### config.mk
export PLATFORM = sky130hd
export DESIGN_NAME = demux_1ton_stream
export DESIGN_NICKNAME = d
export VERILOG_FILES = /design/src/rtl/demux_1ton_stream.sv
export SDC_FILE = /design/constraint.sdc
export NUM_CORES = 1
export LEC_CHECK = 0
export ABC_AREA = 0
export CORE_AREA = 2 2 39 41
export DETAILED_ROUTE_END_ITERATION = 8
export DIE_AREA = 0 0 41 43
export REMOVE_ABC_BUFFERS = 1
export SYNTH_ARGS = -nofsm -noshare
export SYNTH_HDL_FRONTEND = slang
export SYNTH_SLANG_ARGS = --single-unit
### constraint.sdc
create_clock -name inClk -period 2.8 [get_ports inClk]
set_input_delay 0.28 -clock inClk [delete_from_list [all_inputs] [get_ports inClk]]
set_output_delay 0.28 -clock inClk [all_outputs]
set_load 0.01 [all_outputs]
### src/rtl/demux_1ton_stream.sv
// demux_1ton_stream: registered 1:N stream demultiplexer with valid/ready
// handshake. Each input word goes to one channel, chosen either by an explicit
// select or by a round-robin pointer. Each channel holds its word in a
// one-entry register until the downstream side takes it.
module demux_1ton_stream #(
  parameter int WIDTH = 1,
  parameter int N_OUT = 2,
  localparam int SEL_W = $clog2(N_OUT)
) (
  input  logic                   inClk,
  input  logic                   inReset,
  input  logic                   inClear,
  input  logic                   inAuto,
  input  logic [SEL_W-1:0]       inSel,
  input  logic [WIDTH-1:0]       inData,
  input  logic                   inValid,
  output logic                   outReady,
  output logic [N_OUT*WIDTH-1:0] outData,
  output logic [N_OUT-1:0]       outValid,
  input  logic [N_OUT-1:0]       inReady,
  output logic [SEL_W-1:0]       outPtr,
  output logic                   outErr
);

  // One extra bit so that N_OUT itself can be represented when N_OUT is a power of 2.
  localparam logic [SEL_W:0]   N_OUT_C = (SEL_W + 1)'(N_OUT);
  localparam logic [SEL_W-1:0] PTR_MAX = SEL_W'(N_OUT - 1);

  logic [SEL_W-1:0] target;
  logic             targetInRange;
  logic [N_OUT-1:0] targetHit;
  logic [N_OUT-1:0] chReady;
  logic             accept;
  logic [SEL_W-1:0] ptrReg;
  logic [SEL_W-1:0] ptrNext;
  logic             errReg;
  logic             errNext;
  logic [N_OUT-1:0] validReg;
  logic [WIDTH-1:0] dataReg [N_OUT];

  assign target        = inAuto ? ptrReg : inSel;
  assign targetInRange = ({1'b0, target} < N_OUT_C);

  // The channel decode is one-hot, so the target's ready can be picked without
  // a variable index. A channel can take a new word if it is empty or is being
  // drained in this same cycle.
  genvar gi;
  generate
    for (gi = 0; gi < N_OUT; gi++) begin : gChDecode
      assign targetHit[gi] = (target == SEL_W'(gi));
      assign chReady[gi]   = ~validReg[gi] | inReady[gi];
    end
  endgenerate

  // Handshake: clear blocks input. An out-of-range target always accepts
  // the word and then drops it.
  always_comb begin
    outReady = 1'b0;
    if (inClear) begin
      outReady = 1'b0;
    end else if (!targetInRange) begin
      outReady = 1'b1;
    end else begin
      outReady = |(chReady & targetHit);
    end
  end

  assign accept = inValid & outReady;

  // Pointer and sticky error next-state. The pointer moves only on an accepted
  // transfer in round-robin mode. In that mode the target is always in range.
  always_comb begin
    ptrNext = ptrReg;
    errNext = errReg;
    if (inClear) begin
      ptrNext = '0;
      errNext = 1'b0;
    end else if (accept) begin
      if (inAuto) begin
        ptrNext = (ptrReg == PTR_MAX) ? '0 : ptrReg + SEL_W'(1);
      end
      if (!targetInRange) begin
        errNext = 1'b1;
      end
    end
  end

  // Pointer and error registers.
  always_ff @(posedge inClk or posedge inReset) begin
    if (inReset) begin
      ptrReg <= '0;
      errReg <= 1'b0;
    end else begin
      ptrReg <= ptrNext;
      errReg <= errNext;
    end
  end

  // Per-channel holding registers. A load takes priority over a drain, so a
  // word that arrives while the old one is being taken stays valid. The data
  // is kept after the word is taken.
  generate
    for (gi = 0; gi < N_OUT; gi++) begin : gChannel
      logic chLoad;
      assign chLoad = accept & targetInRange & targetHit[gi];

      // Channel gi state update.
      always_ff @(posedge inClk or posedge inReset) begin
        if (inReset) begin
          validReg[gi] <= 1'b0;
          dataReg[gi]  <= '0;
        end else if (inClear) begin
          validReg[gi] <= 1'b0;
        end else if (chLoad) begin
          validReg[gi] <= 1'b1;
          dataReg[gi]  <= inData;
        end else begin
          validReg[gi] <= validReg[gi] & ~inReady[gi];
        end
      end

      assign outData[gi*WIDTH +: WIDTH] = dataReg[gi];
    end
  endgenerate

  assign outValid = validReg;
  assign outPtr   = ptrReg;
  assign outErr   = errReg;

endmodule

After elaboration in Yosys (flattened, before gate mapping)
Index checks and enable logic that the tools add are counted.
W data, S select, Z words.
- bits in registers: 5
- bits of input ports: 9
- word-level logic and storage cells: 36
- multiplexer cells: 10
- reduce and logical (&&, ||, !) cells: 6
- add/subtract/negate cells: 1
- bitwise logic cells: 14
- operators with widths (operator ; number):
    $mux W1 ; 10
    $not A1 Y1 ; 6
    $reduce_and A2 Y1 ; 3
    $and A1 B1 Y1 ; 5
    $reduce_bool A2 Y1 ; 2
    $and A2 B2 Y2 ; 1
    $or A1 B1 Y1 ; 2
    $reduce_or A2 Y1 ; 1
    $add A1 B1 Y1 const B ; 1

Depth between registers and ports, before layout
- depth after elaboration: 9
- gate-level depth with buffers: 3

Worst setup path before layout
No wires, ideal clock.
- path kind: register to output
- start: register ptrReg (netlist: outPtr)
- end: output port outReady
- arrival time: 1125 ps
- cell stages (with the launch flop): 4
- data required time: 2520 ps
- path buffers: 0
- path slack: 1395 ps
- cell sequence: dfrtp_1 -> mux2i_2 -> nor2b_1 -> a211oi_1
- word-level cells in the longest chain between the ends: 5
- ends and longest elaborated chain (what ; RTL line ; source):
    start, declared ; 34 ; logic [SEL_W-1:0] ptrReg;
    start signal, assigned ; 94 ; ptrReg <= ptrNext;
    $mux W1 (*) ; 41 ; assign target = inAuto ? ptrReg : inSel;
    $not A1 Y1 ; 50 ; assign targetHit[gi] = (target == SEL_W'(gi));
    $and A2 B2 Y2 (*) ; 64 ; outReady = |(chReady & targetHit);
    $reduce_or A2 Y1 (*) ; 64 ;
    $mux W1 (*) ; 59 ; if (inClear) begin
    end, declared ; 17 ; output logic outReady,
Every way passes the cells marked *; elsewhere a longest branch is shown, timed or not.

Worst setup path after layout
- start: input port inAuto
- end: output port outReady
- word-level cells in the longest chain between the ends: 5
- ends and longest elaborated chain (what ; RTL line ; source):
    start, declared ; 13 ; input logic inAuto,
    $mux W1 (*) ; 41 ;
    $not A1 Y1 ; 50 ;
    $and A2 B2 Y2 (*) ; 64 ;
    $reduce_or A2 Y1 (*) ; 64 ;
    $mux W1 (*) ; 59 ;
Marks and branches as above.

==> impl_metrics.ini <==
[run_status]
status = completed

[die]
ios = 16
start_util = 0.2007
die_h_um = 43
core_area_um2 = 1384
die_w_um = 41
fp-row-count = 14
dieArea_um2 = 1763

[worst_setup_path]
crit_path_start_kind = primary input
endpoint_kind = output pin
critPathRequiredTime_ps = 2520
crit_arrival_ps = 2040
crit_chain = clkdlybuf4s50_1, mux2i_2, nor2b_1, a211oi_1, clkdlybuf4s50_1
slowest_stage = clkdlybuf4s50_1
r2r_start = outPtr$_DFFE_PP0P_
crit_path_start = inAuto
crit_top_cell = clkdlybuf4s50_1
r2r-end = outData[0]$_DFFE_PP0P_
crit_fanout = 6
crit_type = primary input to output pin
r2r_cells = 3
cpPeakStageDelay_ps = 570
r2r_slack_ps = 1480
crit_end = outReady

[logic_synthesis]
synth_most_common_cell = dfrtp_1
synthTopCellsByArea = dfrtp_1, mux2_1, nor2b_1
synth.largest_area_cell = dfrtp_1
synth_edf_count = 0
async_flop_share = 1.000
ys_types = 16
syn_area_per_cell_um2 = 10.68
synth_seq_cells = 5
postSynthCellCount = 26
synth_top_area_share = 0.4505
synthFlopType = dfrtp_1
ys_warn_count = 0
syn_area_um2 = 277.8
synth_top_cells_by_count = dfrtp_1, nor2b_1
ys_seq_area_frac = 0.4505

[clocking]
cts_made_buffers = 3
clk_pin_slew_ps = 40
h-tree-depth = 1
cts_sinks = 5
clock-root-buffer = clkbuf_4
clock_latency_ps = 250
postCtsSetupRepairBufs = 0
holdBufCountCts = 0
cts_buffer_depth = 2
cts_resized = 0
cts_tree = done

[timing]
skew_ps = 2.047
timing.fmax_mhz = 431.3
finalWorstSetupSlack_ps = 481.2
tns_ps = 0
rsz0062_at_grt = false
final_hold_viol_count = 0
setup_viol = 0
slew_viol_final = 0
fin_crit_sh = 0.8281
hold_ws_ps = 230.0
finalCriticalPeriod_ps = 2319

[route]
ant_nets = 0
drt_wl_total_um = 605
drc = 0
via_per_inst = 4.339
dr.first_iter.drc_count = 2
dr_total_vias = 256
avgRoutedWirePerCell_um = 10.25
firstDrtPassIters = 2

[finish]
fin_cells = 59
final_nets = 53
diodes = 0
multi_input_area_um2 = 137.6
seq_area_um2 = 125.1
synthToLayoutAreaGrowth_pct = 64.41
final_area_um2 = 456.7
drive_above_1_share = 0.1163
nFillCells = 149

[grt]
grt.overflow.total = 0
antenna_found_initial = 0
grt_pass1_vias = 250
grt_usage = 0.08999
grt_max_degree = 7
grt_first_pass_wirelength_um = 966

[power]
ir_worst_vdd_mv = 0.1643
power_density_nw_per_um2 = 514.6
leakage_nw = 0.1824

[flow_run]
max_cap_viol_count = 0

[placement]
gp_congestion = 0.6140
placedCellCount = 55
placed_area_um2 = 430.4
dpl_worst_slack_ps = 466.4
numPortBuffers = 14

[min_path]
min_path_type = primary input to asynchronous set/reset pin
==> registers in the layout, summed over array words and instances (netlist names) <==
register  count
outData       2
outValid      2
outPtr        1
==> worst max-delay path: cells and delay by family <==
family | cells | cell delay [ps]
AO/OA/AOI/OAI | 1 | 210
buffers and inverters | 2 | 1100
multiplexers | 1 | 370
AND/OR/NAND/NOR | 1 | 80
==> cell type report <==
type                       count  area share
clock buffer                   4     0.05753
multi-input combinational     18      0.3014
tap                           16     0.04384
timing repair buffer          14      0.3068
sequential                     5      0.2740
inverter                       2     0.01644
==> where the power goes <==
| group | switching [W] | total, W | internal [W] |
|---|---|---|---|
| sequential | 0.00000534 | 0.0000878 | 0.0000824 |
| clock | 0.0000316 | 0.0000857 | 0.0000540 |
| combinational | 0.0000231 | 0.0000616 | 0.0000385 |
| total | 0.0000601 | 0.000235 | 0.000175 |
==> metrics by stage <==
stage,total power [W],util
after CTS,0.0002397,0.3300
after global routing,0.0002496,0.3300
after detailed placement,0.0001514,0.3110
final,0.0002350,0.3300
after floorplan,0.0001120,-
after global placement,0.0001509,0.3110
==> worst min path at each step <==
stage | slack [ps] | depth (start not counted) | endpoint | from
2_1_floorplan | 60 | 1 | outData[0]$_DFFE_PP0P_ | inReset
4_1_cts | 240 | 2 | outPtr$_DFFE_PP0P_ | inReset
5_1_grt | 260 | 2 | outValid[0]$_DFF_PP0_ | inReset
3_5_place_dp | 480 | 1 | outData[1]$_DFFE_PP0P_ | outData[1]$_DFFE_PP0P_
6_report | 230 | 2 | outData[1]$_DFFE_PP0P_ | inReset
3_3_place_gp | 480 | 1 | outData[1]$_DFFE_PP0P_ | outData[1]$_DFFE_PP0P_
==> routing by layer <==
| layer | global-route usage | vias up | wire [µm] |
|---|---|---|---|
| met1 | 0.09868 | 121 | 253 |
| li1 | - | 122 | - |
| met5 | 0 | - | 0 |
| met4 | 0.08000 | 0 | 20 |
| met3 | 0.04712 | 2 | 59 |
| met2 | 0.1188 | 11 | 272 |
==> cells by family after synthesis <==
group,Yosys count,share of synthesized area
compound gates,4,0.08561
mux,3,0.1306
flops,5,0.4505
other cells,1,0.01350
buf+inv,3,0.05407
simple gates,10,0.2657
==> placed cells by master, fill, tap and decap left out, drive strengths merged, types with 2 or more instances in the layout <==
| master | instances |
|---|---|
| clkdlybuf4s50 | 14 |
| dfrtp | 5 |
| clkbuf | 4 |
| nor2b | 3 |
| nand2b | 2 |
| a21oi | 2 |
| inv | 2 |
| mux2 | 2 |
(Power assumes the default switching activity.)
